**src/rtl/mm_pkg.sv**
```systemverilog
// rtl/mm_pkg.sv - shared word width, serializer states and index-width helper
package mm_pkg;

  localparam int WORD_W = 32;

  typedef enum logic {
    IDLE,
    SEND
  } state_t;

  // Width of an index over x items, never narrower than one bit.
  function automatic int idx_w(input int x);
    if (x <= 1) return 1;
    return $clog2(x);
  endfunction

endpackage

```
**src/rtl/matrix_result_serializer.sv**
```systemverilog
// rtl/matrix_result_serializer.sv - captures a result matrix and streams it word by word, row-major
module matrix_result_serializer
  import mm_pkg::*;
#(
  parameter int n = 2,
  parameter int p = 2,
  localparam int RW = idx_w(n),
  localparam int CW = idx_w(p)
) (
  input  logic                      clk,
  input  logic                      rst,
  input  logic [0:WORD_W*n*p-1]     in_matrix,
  input  logic                      in_stb,
  output logic                      in_ack,
  output logic [WORD_W-1:0]         out_data,
  output logic [RW-1:0]             out_row,
  output logic [CW-1:0]             out_col,
  output logic                      out_last,
  output logic                      out_stb,
  input  logic                      out_ack
);

  localparam int NE = n * p;
  localparam int KW = idx_w(NE);
  localparam int BW = WORD_W * NE;

  state_t              state, state_n;
  logic [KW-1:0]       k, k_n;
  logic [RW-1:0]       row_n;
  logic [CW-1:0]       col_n;
  logic [WORD_W-1:0]   data_n;
  logic                last_n;
  logic                stb_n;
  logic                ack_n;
  logic                load;
  logic [0:BW-1]       cap_buf;

  // Next-state and next-output decode; every output is a register fed from here.
  always_comb begin
    state_n = state;
    k_n     = k;
    row_n   = out_row;
    col_n   = out_col;
    data_n  = out_data;
    last_n  = out_last;
    stb_n   = out_stb;
    ack_n   = in_ack;
    load    = 1'b0;
    case (state)
      IDLE: begin
        ack_n = 1'b1;
        stb_n = 1'b0;
        if (in_stb && in_ack) begin
          // Element 0 comes straight from the input so the first word is
          // valid the cycle after capture, without waiting on the buffer.
          load    = 1'b1;
          ack_n   = 1'b0;
          stb_n   = 1'b1;
          data_n  = in_matrix[0 +: WORD_W];
          row_n   = '0;
          col_n   = '0;
          k_n     = '0;
          last_n  = (NE == 1);
          state_n = SEND;
        end
      end
      SEND: begin
        ack_n = 1'b0;
        if (out_ack) begin
          if (out_last) begin
            stb_n   = 1'b0;
            last_n  = 1'b0;
            ack_n   = 1'b1;
            state_n = IDLE;
          end else begin
            k_n = k + 1'b1;
            if (out_col == CW'(p - 1)) begin
              col_n = '0;
              row_n = out_row + 1'b1;
            end else begin
              col_n = out_col + 1'b1;
            end
            data_n = cap_buf[int'(k_n) * WORD_W +: WORD_W];
            last_n = (k_n == KW'(NE - 1));
          end
        end
      end
      default: state_n = IDLE;
    endcase
  end

  // State and registered outputs; reset drops any stream in progress.
  always_ff @(posedge clk or posedge rst) begin
    if (rst) begin
      state    <= IDLE;
      k        <= '0;
      in_ack   <= 1'b0;
      out_stb  <= 1'b0;
      out_last <= 1'b0;
      out_data <= '0;
      out_row  <= '0;
      out_col  <= '0;
    end else begin
      state    <= state_n;
      k        <= k_n;
      in_ack   <= ack_n;
      out_stb  <= stb_n;
      out_last <= last_n;
      out_data <= data_n;
      out_row  <= row_n;
      out_col  <= col_n;
    end
  end

  // Capture buffer decouples the stream from later changes on in_matrix.
  always_ff @(posedge clk) begin
    if (load) cap_buf <= in_matrix;
  end

endmodule
```
**config.mk**
```make
export PLATFORM = sky130hd
export DESIGN_NAME = matrix_result_serializer
export DESIGN_NICKNAME = d
export VERILOG_FILES = /design/src/rtl/mm_pkg.sv /design/src/rtl/matrix_result_serializer.sv
export SDC_FILE = /design/constraint.sdc
export NUM_CORES = 1
export LEC_CHECK = 0
export ABC_AREA = 1
export BUFFER_PORTS_ARGS = -buffer_cell sky130_fd_sc_hd__buf_2
export CAP_MARGIN = 20
export CORE_MARGIN = 5
export CORE_UTILIZATION = 35
export CTS_CLUSTER_SIZE = 24
export DETAILED_ROUTE_END_ITERATION = 10
export PLACE_DENSITY = 0.68
export SLEW_MARGIN = 20
export SYNTH_ARGS = -nofsm -noshare
export SYNTH_HDL_FRONTEND = slang
export SYNTH_SLANG_ARGS = --single-unit
export TNS_END_PERCENT = 100
```
**constraint.sdc**
```tcl
create_clock -name clk -period 5.4 [get_ports clk]
set_input_delay 0.27 -clock clk [delete_from_list [all_inputs] [get_ports clk]]
set_output_delay 0.27 -clock clk [all_outputs]
set_load 0.03 [all_outputs]
```
* Word-level counts from Yosys, hierarchy flattened
Cells that the tools add are included.
** Operators by class
- Add/sub/neg operators :: 3
- Eq/ne operators :: 6
- Shifts and indexed selects :: 1
- Mux-type cells :: 32
- Bitwise operators :: 2
- Reduce and logical (&&, ||, !) cells :: 5
** Operators by type and width (number)
- indexed part select 128 x 32 -> 129 bit :: 1
- two-way mux 32 bit :: 3
- case mux 32 bit (2 select lines) :: 1
- inverter 7 -> 32 bit :: 1
- two-way mux 1 bit :: 18
- case mux 1 bit (2 select lines) :: 6
- inequality test 2 bit, second input constant :: 5
- two-way mux 2 bit :: 3
- case mux 2 bit (2 select lines) :: 1
- AND reduction 2 bit :: 2
- AND reduction 4 bit :: 1
- AND reduction 3 bit :: 1
- adder 1 bit, second input constant :: 2
- adder 2 x 1 -> 2 bit, second input constant :: 1
- equality test 2 bit, second input constant :: 1
- logical AND 1 bit :: 1
- inverter 1 bit :: 1
** Word-level totals
- Flip-flop bits (word level) :: 168
- Input port bits :: 132
- Output and inout port bits :: 37
- Word-level logic and storage cells :: 58

* Depth between registers and ports, before layout
- Word-level depth :: 6
- Gate-level depth with buffers :: 12
- Mapped depth without buffers :: 8

* Least setup slack after synthesis
OpenSTA, ideal clock, no wires.
- Path type :: reg2reg
- Start :: reg in_ack
- End :: reg cap_buf[0] (netlist bit), enable pin
- Library setup time :: 0.425 ns
- Data arrival time :: 2.234 ns
- Required time :: 4.975 ns
- Path slack :: 2.742 ns
- Cell stages (with the launch flop) :: 6
- Buffers on the path :: 1
- Clock period less this slack :: 2.658 ns
- Cell sequence :: dfrtp_1 > nand2_1 > inv_1 > nand2_1 > buf_2 > inv_2
** Between the ends
- Longest elaborated chain between the ends :: 3
** Ends and longest elaborated chain
- start: declaration :: line matrix_result_serializer.sv:14 : output logic in_ack,
- start signal: assignment :: line matrix_result_serializer.sv:106 : in_ack <= ack_n;
- logical AND 1 bit :: line matrix_result_serializer.sv:53 : if (in_stb && in_ack) begin
- two-way mux 1 bit :: line matrix_result_serializer.sv:53
- two-way mux 1 bit :: line matrix_result_serializer.sv:49 : case (state)
- named net load :: line matrix_result_serializer.sv:35 : logic load;
- end signal: assignment :: line matrix_result_serializer.sv:117 : if (load) cap_buf <= in_matrix;
- end: declaration :: line matrix_result_serializer.sv:36 : logic [0:BW-1] cap_buf;
The timed path passes the listed nets, and every way through them passes these cells.
A chain may end at the register's enable or synchronous reset.

* Worst setup path after layout
- Start :: reg k[0]
- End :: reg out_data[9]
** Between the ends
- Longest elaborated chain between the ends :: 6
** Ends and longest elaborated chain
- start: declaration :: line matrix_result_serializer.sv:28 : logic [KW-1:0] k, k_n;
- start signal: assignment :: line matrix_result_serializer.sv:105 : k <= k_n;
- adder 2 x 1 -> 2 bit :: line matrix_result_serializer.sv:76 : k_n = k + 1'b1;
- inverter 7 -> 32 bit (not written as such) :: line matrix_result_serializer.sv:83 : data_n = cap_buf[int'(k_n) * WORD_W +: WORD_W];
- indexed part select 128 x 32 -> 129 bit :: line matrix_result_serializer.sv:83
- two-way mux 32 bit :: line matrix_result_serializer.sv:70 : if (out_last) begin
- two-way mux 32 bit :: line matrix_result_serializer.sv:69 : if (out_ack) begin
- case mux 32 bit (2 select lines) :: line matrix_result_serializer.sv:49
- end signal: assignment :: line matrix_result_serializer.sv:109 : out_data <= data_n;
- end: declaration :: line matrix_result_serializer.sv:15 : output logic [WORD_W-1:0] out_data,
Every way passes these cells. The select of a mux whose other input is x is not followed.

==> impl_table.tex <==
\begin{tabular}{lr}
\hline
Metric & Value \\
\hline
\multicolumn{2}{l}{\textbf{Setup path}} \\
Critical path endpoint category & flop \\
Reg2Reg Depth & 9 \\
Register-to-register setup slack & around 2500 ps \\
Critical Path Fanout Max & 66 \\
Endpoint arrival time on the critical path & 3290 ps \\
CP required & roughly 5800 ps \\
Nature of the critical path startpoint & flop \\
Reg2Reg Launch Point & k[0] \\
Setup Crit Path Kind & reg2reg \\
Worst r2r dst & out\_data[9] \\
\multicolumn{2}{l}{\textbf{Worst hold path}} \\
Hold WC Path Type & in2async \\
\multicolumn{2}{l}{\textbf{Timing}} \\
Setup slack of the critical path after layout & $\sim$2500 ps \\
Worst hold slack across all endpoints & -59.17 ps \\
Max Clock Skew & 10.59 ps \\
Achievable Freq & around 340 MHz \\
Unrepaired setup endpoints after global routing & no \\
Count of pins over their slew limit & 0 \\
Fin crit share & 54.47\% \\
Worst slew margin relative to its limit & 27.10\% \\
Slew of the pin with the lowest slew margin & approximately 1100 ps \\
Setup Total Neg Slack & 0 ps \\
Number of setup violations in the final report & 0 \\
Min cycle time layout & a little under 3000 ps \\
Number of hold violations in the final report & 40 \\
\multicolumn{2}{l}{\textbf{Die}} \\
Core Region & slightly below 0.02 mm² \\
Horizontal extent of the die & between 150 and 200 µm \\
Height of the die & 150.5 µm \\
Die area & about 0.023 mm² \\
Row cnt & 51 \\
Number of placed I/O pins & 169 \\
Effective utilization at floorplan & between 30 and 40\% \\
\multicolumn{2}{l}{\textbf{Layout}} \\
Non-Filler Cell Area, Final & a little under 0.009 mm² \\
Count of filler cells inserted in the layout & roughly 1800 \\
Commonest non-fill, non-tap cell in the layout & nand2\_1 \\
Antenna cell count & 0 \\
Post-layout util & about 45\% \\
Fraction of layout cells with a size suffix above 1 & about a quarter \\
Area Growth Syn to Fin & 27.61\% \\
\# nets final & between 900 and 1000 \\
Commonest cells after routing, fill and taps aside & nand2\_1 (301), buf\_2 (168), edfxtp\_1 (128) \\
\multicolumn{2}{l}{\textbf{Logic synthesis}} \\
Register bit count reported by yosys & $\sim$170 \\
Cell count after synthesis & approximately 660 \\
Multiplexer share of the synthesized area & 0\% \\
Largest family of logic cells by synthesized area & simple AND/OR/NAND/NOR gates \\
Portion of synthesized cell area occupied by the leading cell type & roughly 56\% \\
Number of nets in the synthesized netlist & approximately 790 \\
Seq/Total Area, Yosys & 70.09\% \\
Adder-cell share of the synthesized area & 0.1810\% \\
Top cell type by total area after synthesis & edfxtp\_1 \\
Synthesized-area fraction occupied by ao, oa, aoi and oai cells & 1.521\% \\
Top post-synthesis cells by area & edfxtp\_1 (56\%), nand2\_1 (16\%), dfrtp\_1 (14\%) \\
Yosys Warn Count & 0 \\
Mapped cell area & just under 0.007 mm² \\
Post-synthesis xor/xnor area fraction & 0\% \\
Number of distinct standard cells referenced by the synthesized netlist & 19 \\
Post-synthesis simple-gate area fraction & between 20\% and 30\% \\
Avg Synthesized Cell Area & around 11 µm² \\
\multicolumn{2}{l}{\textbf{Global routing}} \\
Tot GR Track Use & around 15\% \\
Number of antenna violations at the first check in global routing & 0 \\
Vias in the first global route & approximately 4800 \\
Global-route wire length before repair & between 20 and 30 mm \\
GRT overflow & 0 \\
Largest net degree at the start of global routing & 73 \\
\multicolumn{2}{l}{\textbf{CTS}} \\
Number of levels the H-tree was split into & 4 \\
Number of clock sinks & roughly 170 \\
Clock tree from TritonCTS & yes \\
Clock transition at path regs & $\sim$70 ps \\
Gates resized, CTS repair & 0 \\
Later-pin clock latency in the skew report & between 400 and 500 ps \\
Number of buffers on the longest clock path & 2 \\
CTS Buf Count & 17 \\
Root Buffer Master & clkbuf\_16 \\
\multicolumn{2}{l}{\textbf{Power}} \\
Highest ir drop seen on vdd & around 0.34 mV \\
Power density over the cells & approximately 560 mW/mm² \\
Leakage Power & about 0.0040 µW \\
\multicolumn{2}{l}{\textbf{Outcome}} \\
Violations in the final reports & hold timing \\
Run status & finished, violations left \\
\multicolumn{2}{l}{\textbf{Route}} \\
Vias per std cell & around 4.5 \\
TritonRoute pass-1 iters & 5 \\
Count of vias placed by the detailed router & just over 5000 \\
DRC violation count after routing & 0 \\
Post-detailed-route count of antenna-violating nets & 0 \\
Final wirelength & about 17 mm \\
Iter 0 DRT Violations & between 300 and 400 \\
Wire length per cell & $\sim$15 µm \\
\multicolumn{2}{l}{\textbf{Placed design}} \\
Number of I/O port buffers & roughly 170 \\
Weighted congestion at the end of routability-driven global placement & 0.7199 \\
HPWL after detailed placement & approximately 10 mm \\
Pre-CTS worst setup slack & 2407 ps \\
Placed standard-cell area & approximately 0.0079 mm² \\
\multicolumn{2}{l}{\textbf{Flow run}} \\
Max-cap viol count & 0 \\
\hline
\end{tabular}
## power by group
part | total [µW] | internal, µW | switching, µW
combinational | 1830 | 553 | 1280
sequential | 1890 | 1700 | 189
clock | 1220 | 700 | 517
total | 4930 | 2950 | 1980
## critical path: stages (launching register included)
cell,delay [ps]
dfrtp_2,340
buf_4,560
inv_2,80
ha_2,860
inv_2,520
nand3_1,240
nand2_1,70
nand2_1,60
nand2_1,70
nand2_1,60
## per-stage QoR
stage	std cells	power [µW]
2_1_floorplan	655	3292
3_3_place_gp	1057	3709
3_5_place_dp	1057	3747
4_1_cts	1111	5002
5_1_grt	1123	5277
6_report	1123	4930
## worst max-delay path by stage
stage	start	endpoint	slack, ps	cells after the start
after floorplan	in_ack	cap_buf[0]	2740	5
after global placement	k[0]	out_data[12]	2470	9
after detailed placement	k[0]	out_data[9]	2410	9
after CTS	k[0]	out_data[9]	2380	9
after global routing	k[0]	out_data[22]	2170	9
final	k[0]	out_data[9]	2460	9
## Yosys cell counts, drive strengths merged
cell type,n
a21oi,2
nor2,36
dfrtp,40
nand2,302
inv,25
edfxtp,128
o21ai,19
nand4,1
clkbuf,2
ha,1
nand3,66
buf,33
## state kept, by name, indices dropped and copies added (netlist names)
register,cells
out_stb,1
out_col,1
state,1
out_last,1
k,2
cap_buf,128
in_ack,1
out_data,32
out_row,1
## what timing repair did
action / in CTS / in global routing
buffers inserted: 0 / 0
hold buffers: 22 / 12
hold endpoints to repair: 22 / 12
## per-layer routing
layer | vias up | track usage (%) | wire, µm
met2 | 160 | 23.86 | 8284
met1 | 2386 | 18.34 | 6961
met5 | - | 0 | 0
li1 | 2522 | - | -
met4 | 0 | 6.038 | 323
met3 | 21 | 3.672 | 1100
## area by class of cell
class	instances	area (µm²)	share of cell area [%]
Sequential cell	168	4847	54.96
Clock inverter	13	143.9	1.631
Inverter	25	97.59	1.107
Tap cell	265	331.6	3.759
Multi-Input combinational cell	427	1733	19.65
Timing Repair Buffer	206	1224	13.87
Clock buffer	19	442.9	5.022
## kinds of logic after synthesis
family          after synthesis
fa+ha+maj                     1
simple gates                405
compound gates               21
buf+inv                      60
flops                       168
No activity file was read; power rests on OpenSTA's default activity.
